==> config.mk <==
export PLATFORM = sky130hd
export DESIGN_NAME = latch_bank_wr_sched
export DESIGN_NICKNAME = d
export VERILOG_FILES = /design/src/rtl/latch_bank_wr_sched.sv
export SDC_FILE = /design/constraint.sdc
export NUM_CORES = 1
export LEC_CHECK = 0
export ABC_AREA = 1
export CORE_MARGIN = 3
export CORE_UTILIZATION = 40
export DETAILED_ROUTE_END_ITERATION = 10
export DONT_BUFFER_PORTS = 1
export PLACE_DENSITY_LB_ADDON = 0.08
export RECOVER_POWER = 100
export SLEW_MARGIN = 10
export SYNTH_ARGS = -nofsm -noshare
export SYNTH_HDL_FRONTEND = slang
export SYNTH_SLANG_ARGS = --single-unit
export TNS_END_PERCENT = 50
==> constraint.sdc <==
create_clock -name CLK -period 2.08 [get_ports CLK]
set_input_delay 0.416 -clock CLK [delete_from_list [all_inputs] [get_ports CLK]]
set_output_delay 0.416 -clock CLK [all_outputs]
set_load 0.02 [all_outputs]
==> src/rtl/latch_bank_wr_sched.sv <==
// Two-port write sequencer for a bank of latrnq latch words: D setup, single E pulse, D hold.
// Define LATCH_WR_SCHED_CLR_EN to add clear-all sequencing through RN with a recovery gap.
module latch_bank_wr_sched #(
    parameter int WORDS     = 8,
    parameter int WIDTH     = 16,
    parameter int SETUP_CYC = 1,
    parameter int PULSE_CYC = 2,
    parameter int HOLD_CYC  = 1,
    parameter int CLR_CYC   = 2,
    parameter int REC_CYC   = 1
) (
    input  logic                     CLK,
    input  logic                     RST,
    input  logic                     a_req,
    input  logic [$clog2(WORDS)-1:0] a_addr,
    input  logic [WIDTH-1:0]         a_data,
    output logic                     a_ack,
    input  logic                     b_req,
    input  logic [$clog2(WORDS)-1:0] b_addr,
    input  logic [WIDTH-1:0]         b_data,
    output logic                     b_ack,
    input  logic                     clr_req,
    output logic                     clr_ack,
    output logic [WORDS-1:0]         E,
    output logic                     RN,
    output logic [WIDTH-1:0]         D,
    output logic                     busy
);

    localparam int AW = $clog2(WORDS);

    function automatic int max2(input int x, input int y);
        return (x > y) ? x : y;
    endfunction

    localparam int MAXC = max2(max2(max2(SETUP_CYC, PULSE_CYC), max2(HOLD_CYC, CLR_CYC)), REC_CYC);
    localparam int CW   = (MAXC > 1) ? $clog2(MAXC) : 1;
    localparam logic [WORDS-1:0] E_ONE = WORDS'(1);

    typedef enum logic [2:0] {
        S_IDLE,
        S_SETUP,
        S_PULSE,
        S_HOLD
`ifdef LATCH_WR_SCHED_CLR_EN
        ,
        S_CLR,
        S_REC
`endif
    } state_t;

    state_t            r_state;
    state_t            w_nxt_state;
    logic [CW-1:0]     r_cnt;
    logic [CW-1:0]     w_nxt_cnt;
    logic              r_rr_last_b;
    logic              r_sel_b;
    logic [AW-1:0]     r_addr;
    logic              w_grant;
    logic              w_grant_b;

    logic [WORDS-1:0]  r_e;
    logic [WIDTH-1:0]  r_d;
    logic              r_a_ack;
    logic              r_b_ack;
    logic              r_busy;
    logic [WORDS-1:0]  w_nxt_e;
    logic [WIDTH-1:0]  w_nxt_d;
    logic              w_nxt_a_ack;
    logic              w_nxt_b_ack;
    logic              w_nxt_busy;

`ifdef LATCH_WR_SCHED_CLR_EN
    logic              r_rn;
    logic              r_clr_ack;
    logic              w_nxt_rn;
    logic              w_nxt_clr_ack;
`else
    logic              w_unused_clr;
    assign w_unused_clr = clr_req;
`endif

    // Next-state: clear beats writes in IDLE; simultaneous writes alternate.
    always_comb begin
        w_nxt_state = r_state;
        w_nxt_cnt   = r_cnt;
        w_grant     = 1'b0;
        w_grant_b   = 1'b0;
        case (r_state)
            S_IDLE: begin
`ifdef LATCH_WR_SCHED_CLR_EN
                if (clr_req) begin
                    w_nxt_state = S_CLR;
                    w_nxt_cnt   = CW'(CLR_CYC - 1);
                end else
`endif
                if (a_req || b_req) begin
                    w_grant     = 1'b1;
                    w_grant_b   = b_req && (!a_req || !r_rr_last_b);
                    w_nxt_state = S_SETUP;
                    w_nxt_cnt   = CW'(SETUP_CYC - 1);
                end
            end
            S_SETUP: begin
                if (r_cnt == '0) begin
                    w_nxt_state = S_PULSE;
                    w_nxt_cnt   = CW'(PULSE_CYC - 1);
                end else begin
                    w_nxt_cnt   = r_cnt - CW'(1);
                end
            end
            S_PULSE: begin
                if (r_cnt == '0) begin
                    w_nxt_state = S_HOLD;
                    w_nxt_cnt   = CW'(HOLD_CYC - 1);
                end else begin
                    w_nxt_cnt   = r_cnt - CW'(1);
                end
            end
            S_HOLD: begin
                if (r_cnt == '0) begin
                    w_nxt_state = S_IDLE;
                    w_nxt_cnt   = '0;
                end else begin
                    w_nxt_cnt   = r_cnt - CW'(1);
                end
            end
`ifdef LATCH_WR_SCHED_CLR_EN
            S_CLR: begin
                if (r_cnt == '0) begin
                    w_nxt_state = S_REC;
                    w_nxt_cnt   = CW'(REC_CYC - 1);
                end else begin
                    w_nxt_cnt   = r_cnt - CW'(1);
                end
            end
            S_REC: begin
                if (r_cnt == '0) begin
                    w_nxt_state = S_IDLE;
                    w_nxt_cnt   = '0;
                end else begin
                    w_nxt_cnt   = r_cnt - CW'(1);
                end
            end
`endif
            default: begin
                w_nxt_state = S_IDLE;
                w_nxt_cnt   = '0;
            end
        endcase
    end

    // Outputs are decoded from the next state so every pin comes straight from a flop.
    always_comb begin
        w_nxt_e     = '0;
        w_nxt_d     = r_d;
        w_nxt_a_ack = 1'b0;
        w_nxt_b_ack = 1'b0;
        w_nxt_busy  = (w_nxt_state != S_IDLE);
        if (w_grant) begin
            w_nxt_d = w_grant_b ? b_data : a_data;
        end
        // An address at or beyond WORDS shifts the one out of range, leaving E all-zero.
        if (w_nxt_state == S_PULSE) begin
            w_nxt_e = E_ONE << r_addr;
        end
        if (w_nxt_state == S_HOLD && w_nxt_cnt == '0) begin
            w_nxt_a_ack = !r_sel_b;
            w_nxt_b_ack = r_sel_b;
        end
`ifdef LATCH_WR_SCHED_CLR_EN
        w_nxt_rn      = 1'b1;
        w_nxt_clr_ack = 1'b0;
        if (w_nxt_state == S_CLR) begin
            w_nxt_rn = 1'b0;
            w_nxt_d  = '0;
        end
        if (w_nxt_state == S_REC && w_nxt_cnt == '0) begin
            w_nxt_clr_ack = 1'b1;
        end
`endif
    end

    always_ff @(posedge CLK) begin
        if (RST) begin
            r_state     <= S_IDLE;
            r_cnt       <= '0;
            r_rr_last_b <= 1'b1;
            r_e         <= '0;
            r_d         <= '0;
            r_a_ack     <= 1'b0;
            r_b_ack     <= 1'b0;
            r_busy      <= 1'b0;
`ifdef LATCH_WR_SCHED_CLR_EN
            r_rn        <= 1'b1;
            r_clr_ack   <= 1'b0;
`endif
        end else begin
            r_state     <= w_nxt_state;
            r_cnt       <= w_nxt_cnt;
            if (w_grant) begin
                r_rr_last_b <= w_grant_b;
            end
            r_e         <= w_nxt_e;
            r_d         <= w_nxt_d;
            r_a_ack     <= w_nxt_a_ack;
            r_b_ack     <= w_nxt_b_ack;
            r_busy      <= w_nxt_busy;
`ifdef LATCH_WR_SCHED_CLR_EN
            r_rn        <= w_nxt_rn;
            r_clr_ack   <= w_nxt_clr_ack;
`endif
        end
    end

    // Captured transaction; only meaningful once a grant has occurred.
    always_ff @(posedge CLK) begin
        if (w_grant) begin
            r_sel_b <= w_grant_b;
            r_addr  <= w_grant_b ? b_addr : a_addr;
        end
    end

    assign E     = r_e;
    assign D     = r_d;
    assign a_ack = r_a_ack;
    assign b_ack = r_b_ack;
    assign busy  = r_busy;
`ifdef LATCH_WR_SCHED_CLR_EN
    assign RN      = r_rn;
    assign clr_ack = r_clr_ack;
`else
    assign RN      = 1'b1;
    assign clr_ack = 1'b0;
`endif

endmodule

==> impl_metrics.yaml <==
grt:
  grt_use_total_pct: 14.1
  grt_start_max_net_pins: 37
  grt_pass1_vias: 1003
  wire_length_of_the_first_global_routing_pass_um: 4620
  total_grt_overflow: 0
  grt_antenna_before_repair: 0
synthesis:
  gate_count_after_technology_mapping: 173
  yosys.cell_types.count: 23
  syn_area_per_cell_um2: 8.64
  ys_warn_count: 0
  flip_flop_and_latch_count_after_synthesis: 36
  seq_area_frac_synth_pct: 50.9
  mappedNetlistArea_um2: 1500
timing:
  rsz0062_at_grt: "false"
  finalCritPeriodShare_pct: 76.0
  setup_total_negative_slack_ns: 0
  period_needed_ns: 1.58
  fin_worst_skew_ns: 0.00398
  max_clock_freq_mhz: 632
  timing_max_transition_violations_final: 0
  slew-limit-headroom_pct: 56.3
  setup_ws_ns: 0.498
  finalSetupViolCount: 0
  timing.final.hold_violations: 0
  tightestPinTransition_ns: 0.653
power_and_ir_drop:
  internal_power_mw: 1.03
  sw_frac_of_total_pct: 28.2
  sequentialPowerShare_pct: 57.0
  vdd.ir_drop.worst_mv: 0.336
  share_clk_of_total_power_pct: 33.9
  combPwrFrac_pct: 9.1
  total_leakage_power_nw: 0.640
  powerDensity_nw_per_um2: 926
  p_sw_mw: 0.403
clock_tree:
  cts-root-buf: "clkbuf_8"
  tritoncts: "built"
  cts_hold_buf: 0
  clock_tree.buffer_depth: 2
  clock_buffer_count_from_cts: 5
  cts_setup_buffers: 0
  level_count_of_the_clock_h_tree: 2
  post_cts_resize_count: 0
  worst_setup_hold_path_clk_slew_ns: 0.07
  cts.sink_count: 36
  worst_skew_pair.late_latency_ns: 0.28
die:
  ios: 72
  die-area_um2: 4510
  die_height_um: 67.1
  initial_core_utilization_pct: 43.1
  core_area_um2: 3470
  num_rows: 21
  die_w_um: 67.1
critical_path:
  worstSetupStartpointType: "register"
  crit_path_cell_trace: "nand2_1 -> nand2_1 -> nor2_4 -> buf_4 -> nand2_1 -> nand2_1"
  cp_slowest_cell: "nand2_1"
  required_ns: 2.13
  path_common_cell: "nand2_1"
  timing.critical_path.from: "r_rr_last_b"
  sort_of_element_at_the_end_of_the_critical_path: "register"
  crit-reg2reg-launch: "r_rr_last_b"
  worstPathArrival_ns: 1.63
  criticalPathCategory: "register to register"
  worst-path-max-fanout: 17
  kind_of_cell_adding_the_most_delay_to_the_critical_path: "simple AND/OR/NAND/NOR gates"
  critical_path.n_buffers_inverters: 1
  critPathMaxStageDelay_ns: 0.48
cells_and_area:
  num-nets-final: 216
  final_design_area_no_fill_um2: 1540
  area_delta_synth_final_pct: 3.18
  drive_gt1_share_pct: 8.62
  total_inserted_antenna_cells: 0
min_path:
  holdCritStartpoint: "RST"
  hp-class: "input pin to register"
flow_run:
  cap_violations: 0
place:
  total_half_perimeter_wirelength_after_legalization_and_detailed_placement_um: 2210
  place_area_um2: 1490
  place_congestion: 0.761
  buffer_ports.inserted: 0
  detailedPlace.worstSlack_ns: 0.612
status:
  outcome: "completed"
routing:
  post_drt_wl_per_cell_um: 13.9
  remaining_drc_errors: 0
  drt.antenna.violating_nets: 0
  drtIter0Drc: 39
  routed-via-count: 1090
  drt_first_pass_iters: 4
  detail_route.wirelength_um: 3060
  vias_per_cell: 4.95
-- power groups by stage --
stage / logic, mW / clock network, mW / registers (mW)
final: 0.130 / 0.484 / 0.814
after detailed placement: 0.137 / 0 / 0.832
after CTS: 0.137 / 0.499 / 0.816
after global routing: 0.151 / 0.532 / 0.820
after global placement: 0.131 / 0 / 0.831
after floorplan: 0.129 / 0 / 0.822
-- synth_stat cells --
library cell | count | share of area, %
nor2_4 | 2 | 1.5
dfxtp_1 | 32 | 43
nor2_1 | 28 | 7.0
nand2_1 | 19 | 4.8
inv_2 | 2 | 0.50
buf_6 | 4 | 3.0
buf_2 | 2 | 0.67
clkbuf_2 | 1 | 0.33
o21ai_1 | 1 | 0.33
nand3_2 | 4 | 2.7
o21ai_0 | 16 | 5.4
o31a_1 | 1 | 0.59
nor2_2 | 2 | 0.84
o21bai_1 | 17 | 8.5
conb_1 | 2 | 0.50
a21oi_4 | 1 | 1.1
a21oi_1 | 16 | 5.4
inv_1 | 11 | 2.8
nand3_1 | 3 | 1.0
nand2_2 | 2 | 0.84
nand4_1 | 1 | 0.42
edfxtp_1 | 4 | 8.0
buf_4 | 2 | 1.0
-- cell families after synthesis --
| family | count (synthesis) | synth area share, % |
|---|---|---|
| buffers and inverters | 22 | 8.28 |
| flip-flops | 36 | 50.9 |
| other | 2 | 0.502 |
| AND/OR/NAND/NOR | 61 | 19.1 |
| AO/OA/AOI/OAI | 52 | 21.3 |
-- state kept, by name, summed over array words and instances, names as in the netlist --
signal / flops
D: 16
E: 8
r_addr: 3
r_state: 3
a_ack: 1
b_ack: 1
busy: 1
r_cnt: 1
r_rr_last_b: 1
r_sel_b: 1
-- cell usage in the layout (no fill, tap or decap), types with 3 or more instances in the layout --
master / synthesis / layout
edfxtp_1: 4 / 4
nor2_1: 28 / 30
nand2_1: 19 / 20
o21bai_1: 17 / 17
nand3_1: 3 / 6
a21oi_1: 16 / 17
o21ai_0: 16 / 17
clkbuf_8: 0 / 5
conb_1: 2 / 3
inv_1: 11 / 11
dfxtp_1: 32 / 32
-- layout make-up --
class / count / area, µm²
clock buffers: 5 / 68.8
clock inverters: 3 / 18.8
fillers: 370 / 1930
inverters: 13 / 48.8
multi-input cells: 116 / 581
flip-flops and latches: 36 / 761
well taps: 46 / 57.6
repair buffers: 1 / 7.51
-- through the flow --
stage | cells | power [mW] | hold slack, ns | utilization, %
after floorplan | 174 | 0.951 | 0.409 | -
after global placement | 212 | 0.962 | 0.432 | 42.9
after detailed placement | 212 | 0.968 | 0.458 | 42.9
after CTS | 220 | 1.45 | 0.186 | 45.5
after global routing | 220 | 1.50 | 0.181 | 44.5
final | 220 | 1.43 | 0.196 | 44.5
-- routing by layer --
metal,global-route usage [%],share of wire (%),vias up
met2,23.4,51,41
met3,4.83,7.4,7
met4,7.59,1.6,0
li1,-,-,562
met1,15.8,40,480
met5,0,0,-
-- final timing paths --
path | cells past startpoint | endpoint | slack [ns]
max | 6 | r_addr[2] | 0.50
max reg2reg | 6 | r_addr[2] | 0.50
min | 1 | r_state[0] | 0.20
min reg2reg | 1 | a_ack | 0.46
Note: power is estimated with default switching activity, not from simulation.
